### src/rtl/mem_access.sv
// MEM-stage data-cache access controller: IDLE -> ACCESS -> DONE handshake between EX/MEM and MEM/WB.
// Optional LL/SC link register compiled in with `define MEM_ACCESS_LLSC_EN.
module mem_access (
  input  logic        CLK,
  input  logic        nRST,
  input  logic        ihit,
  input  logic        dhit,
  input  logic        flush,
  input  logic        MemRead_in,
  input  logic        MemWrite_in,
  input  logic        LL_in,
  input  logic        SC_in,
  input  logic [31:0] addr_in,
  input  logic [31:0] store_in,
  input  logic [31:0] dmemload,
  output logic        dmemREN,
  output logic        dmemWEN,
  output logic [31:0] dmemaddr,
  output logic [31:0] dmemstore,
  output logic        mem_stall,
  output logic [31:0] load_data
);

  typedef enum logic [1:0] {IDLE, ACCESS, DONE} state_t;

  state_t      state, next_state;
  logic [31:0] cap_addr, cap_data;
  logic        cap_wr, cap_sc;
  logic        op, start, sc_fail;

  assign op    = MemRead_in | MemWrite_in;
  assign start = (state == IDLE) && op && !flush;

`ifdef MEM_ACCESS_LLSC_EN
  logic        cap_ll;
  logic        link_valid;
  logic [31:0] link_addr;

  // A failing SC never reaches the cache; it resolves straight to DONE.
  assign sc_fail = MemWrite_in && SC_in && !(link_valid && (link_addr == addr_in));

  always_ff @(posedge CLK or negedge nRST) begin
    if (!nRST) begin
      cap_ll     <= 1'b0;
      link_valid <= 1'b0;
      link_addr  <= '0;
    end else begin
      if (start)
        cap_ll <= LL_in && !MemWrite_in;
      if ((state == ACCESS) && dhit) begin
        if (!cap_wr && cap_ll) begin
          link_valid <= 1'b1;
          link_addr  <= cap_addr;
        end else if (cap_wr && (cap_sc || (cap_addr == link_addr))) begin
          link_valid <= 1'b0;
        end
      end
    end
  end
`else
  logic unused_ll;
  assign unused_ll = LL_in;
  assign sc_fail   = 1'b0;
`endif

  always_comb begin
    next_state = state;
    case (state)
      IDLE:    if (start) next_state = sc_fail ? DONE : ACCESS;
      ACCESS:  if (dhit) next_state = DONE;
      DONE:    if (flush || ihit) next_state = IDLE;
      default: next_state = IDLE;
    endcase
  end

  // Request fields come only from the captured copy, never from live inputs.
  always_comb begin
    dmemREN   = 1'b0;
    dmemWEN   = 1'b0;
    dmemaddr  = '0;
    dmemstore = '0;
    if (state == ACCESS) begin
      dmemREN   = !cap_wr;
      dmemWEN   = cap_wr;
      dmemaddr  = cap_addr;
      dmemstore = cap_data;
    end
    mem_stall = nRST && (start || (state == ACCESS));
  end

  always_ff @(posedge CLK or negedge nRST) begin
    if (!nRST) begin
      state     <= IDLE;
      cap_addr  <= '0;
      cap_data  <= '0;
      cap_wr    <= 1'b0;
      cap_sc    <= 1'b0;
      load_data <= '0;
    end else begin
      state <= next_state;
      if (start) begin
        cap_addr <= addr_in;
        cap_data <= store_in;
        cap_wr   <= MemWrite_in;
        cap_sc   <= SC_in && MemWrite_in;
        if (sc_fail)
          load_data <= '0;
      end
      if ((state == ACCESS) && dhit) begin
        if (!cap_wr)
          load_data <= dmemload;
        else if (cap_sc)
          load_data <= 32'd1;
      end
      if ((state == DONE) && flush)
        load_data <= '0;
    end
  end

endmodule

### config.mk
export PLATFORM = sky130hd
export DESIGN_NAME = mem_access
export DESIGN_NICKNAME = d
export VERILOG_FILES = /design/src/rtl/mem_access.sv
export SDC_FILE = /design/constraint.sdc
export NUM_CORES = 1
export LEC_CHECK = 0
export BUFFER_PORTS_ARGS = -buffer_cell sky130_fd_sc_hd__clkbuf_2
export CAP_MARGIN = 20
export CORE_ASPECT_RATIO = 1.5
export CORE_UTILIZATION = 30
export DETAILED_ROUTE_END_ITERATION = 10
export MAX_ROUTING_LAYER = met4
export PLACE_DENSITY_LB_ADDON = 0.08
export SETUP_SLACK_MARGIN = 0.5
export SYNTH_ARGS = -nofsm -noshare
export SYNTH_HDL_FRONTEND = slang
export SYNTH_SLANG_ARGS = --single-unit
### constraint.sdc
create_clock -name CLK -period 2.8 [get_ports CLK]
set_clock_uncertainty 0.2 [all_clocks]
set_input_delay 0 -clock CLK [delete_from_list [all_inputs] [get_ports CLK]]
set_output_delay 0 -clock CLK [all_outputs]
set_load 0.01 [all_outputs]
==> results.cfg <==
[status]
status = complete, but fails checks
violations = hold timing

[synthesis]
yosys.area_share.simple_pct = 11.2
synth_nets = 408
synthAdderAreaFrac_pct = 0
avgSynthCellArea_um2 = 14.0
synth_top_family_by_area = multiplexers
synth_area_um2 = 4250
yosys_register_bits = 100
synth_compound_area_share_pct = 7.24
syn-instance-count = 303
synthMuxAreaShare_pct = 19.9
synth_xor_area_share_pct = 0
yosys_warnings = 0
yosysSeqAreaShare_pct = 58.8
ys_types = 22

[route]
top_layer_used = met4
ant_nets = 0
vias_per_cell = 4.54
wl_um = 11400
dr.pass1.iters = 4
wl_met1_um = 4740
first_iter_violations = 60
drc = 0
wl_met3_um = 430
wl_met2_um = 5940
vias = 3513
wl_per_cell_um = 14.7

[floorplan]
initial_utilization_pct = 31.1
die_y_um = 148
rows = 52
die_width_um = 99.2
coreArea_um2 = 13700
die-area_um2 = 14700
io_pins = 204

[place]
dpl.hpwl_um = 7500
io_buffer_count = 202
post-place-ws_ns = 0.813
gp_congestion = 0.731

[global_route]
grt_pass1_wl_um = 18200
grt_max_degree = 67
grt_pass1_vias = 3749
grt_use_total_pct = 16.3
antenna_found_initial = 0
gr-total-overflow = 0

[worst_setup_path]
worstPathRequired_ns = 2.60
reg2reg_slack_ns = 0.80
critical_path_arrival_ns = 1.84
worstSetupPathType = register to output port
setup.worst_path.end_class = output port
reg2reg_depth = 3
start_kind = register
critical_path.max_fanout = 66

[sta]
slew_headroom_pct = 61.3
worst_pin_slew_ns = 0.579
period_needed_ns = 2.04
maxSlewViolCount = 0
rsz0062_at_grt = false
finalSetupTns_ns = 0
finalCritPeriodShare_pct = 72.9
hold_slack_ns = -0.0161
setup_viol = 0
fmax_mhz = 490
hold_violations = 16
worst_slack_ns = 0.758

[cts]
clk_transition_reported_paths_ns = 0.07
htree_num_levels = 3
cts-hold-fix-buffers = 104
cts_buffers = 9
cts-root-buf = clkbuf_16
clock-sinks = 100
clockBufferDepth = 2
clk_latency_ns = 0.33
cts_tree = built
cts_setup_buffers = 0
post_cts_resized = 0

[min_path]
hold_path_class = primary input to async pin

[layout]
fin_nets = 711
area_growth_pct = 60.0
n_antenna_cell = 0
layout-drive-gt1-share_pct = 48.1

[power_and_ir_drop]
peakVddDrop_v = 0.000398
powerDensity_nw_per_um2 = 876
p_leak_uw = 0.00350

[flow_run]
cap_viol_max_count = 0
## registers in the layout, indices dropped and copies added, names as in the netlist
| signal | count |
|---|---|
| load_data | 32 |
| cap_addr | 32 |
| cap_sc | 1 |
| cap_data | 32 |
| cap_wr | 1 |
| state | 2 |
## critical path, cell delays in order (launching register included)
cell and delay [ns]:
dfrtp_1 0.46, nor2b_4 0.20, buf_4 0.48, and2_1 0.22, clkbuf_2 0.14
## cell type report
cell class | instances | area (um2)
Clock buffer | 11 | 253
Clock inverter | 5 | 82.6
Fill cell | 1297 | 6860
Inverter | 2 | 7.51
Multi-Input combinational cell | 180 | 1650
Sequential cell | 100 | 2500
Tap cell | 162 | 203
Timing Repair Buffer | 313 | 2110
## where the power goes
group          switching, uW  internal (uW)
Combinational            958           1220
Clock                    547            836
Sequential               322           2080
## cells in the mapped netlist (all sizes together)
master,number,area share (%)
a22o,31,6.4
a31oi,2,0.29
and2,65,9.6
and3b,1,0.21
buf,7,1.4
clkbuf,14,1.2
dfrtp,100,59
inv,2,0.18
mux2,65,20
mux2i,1,0.24
nand2,2,0.18
nand2b,1,0.15
nand3b,1,0.18
nor2,4,0.35
nor2b,1,0.15
nor3,2,0.24
o211a,1,0.24
o21ai,1,0.12
o41ai,1,0.21
or4,1,0.18
## routing by layer
metal | track usage [%] | up-vias
met5 | - | -
met2 | 28.6 | 111
li1 | - | 1651
met4 | 6.54 | 0
met1 | 18.3 | 1732
met3 | 2.84 | 19
## cell usage in the layout, fill, tap and decap left out, drive strengths merged
master,synthesis,layout
nand2,2,2
clkinv,0,2
nand3b,1,1
nor2,4,4
nand2b,1,1
bufinv,0,2
mux2i,1,1
nor2b,1,1
mux2,65,65
a31oi,2,2
and2,65,65
or4,1,1
clkbuf,14,212
o211a,1,1
dlygate4sd3,0,104
and3b,1,1
nor3,2,2
buf,7,8
inv,2,3
a22o,31,31
o41ai,1,1
o21ai,1,1
dfrtp,100,100
## cell families (layout without fill, tap and decap cells)
group | Yosys count | in the layout
muxes | 66 | 66
AOI/OAI and AO/OA | 36 | 36
buffers and inverters | 23 | 331
and+or+nand+nor | 78 | 78
DFF | 100 | 100
## worst paths after layout
kind | startpoint | to
max in group asynchronous | nRST | cap_data[30]$_DFFE_PN0P_
worst max register to register | state[0]$_DFFE_PN0P_ | cap_addr[8]$_DFFE_PN0P_
worst max-delay path | state[0]$_DFFE_PN0P_ | dmemstore[20]
min in group CLK | dmemload[1] | load_data[1]$_DFFE_PN0P_
worst min-delay path | nRST | cap_addr[17]$_DFFE_PN0P_
worst min register to register | cap_data[1]$_DFFE_PN0P_ | cap_data[1]$_DFFE_PN0P_
## metrics by stage
step	hold slack (ns)	total power, uW	cells	utilization, %	instance area (um2)
6_report	-0.0161	5960	773	49.8	6810
5_1_grt	0.0350	6350	773	49.8	6810
2_1_floorplan	-0.496	3680	303	-	4250
4_1_cts	0.00457	6050	773	49.8	6810
3_3_place_gp	-0.179	4460	653	39.7	5430
3_5_place_dp	-0.168	4510	653	39.7	5430
(Power assumes the default switching activity.)
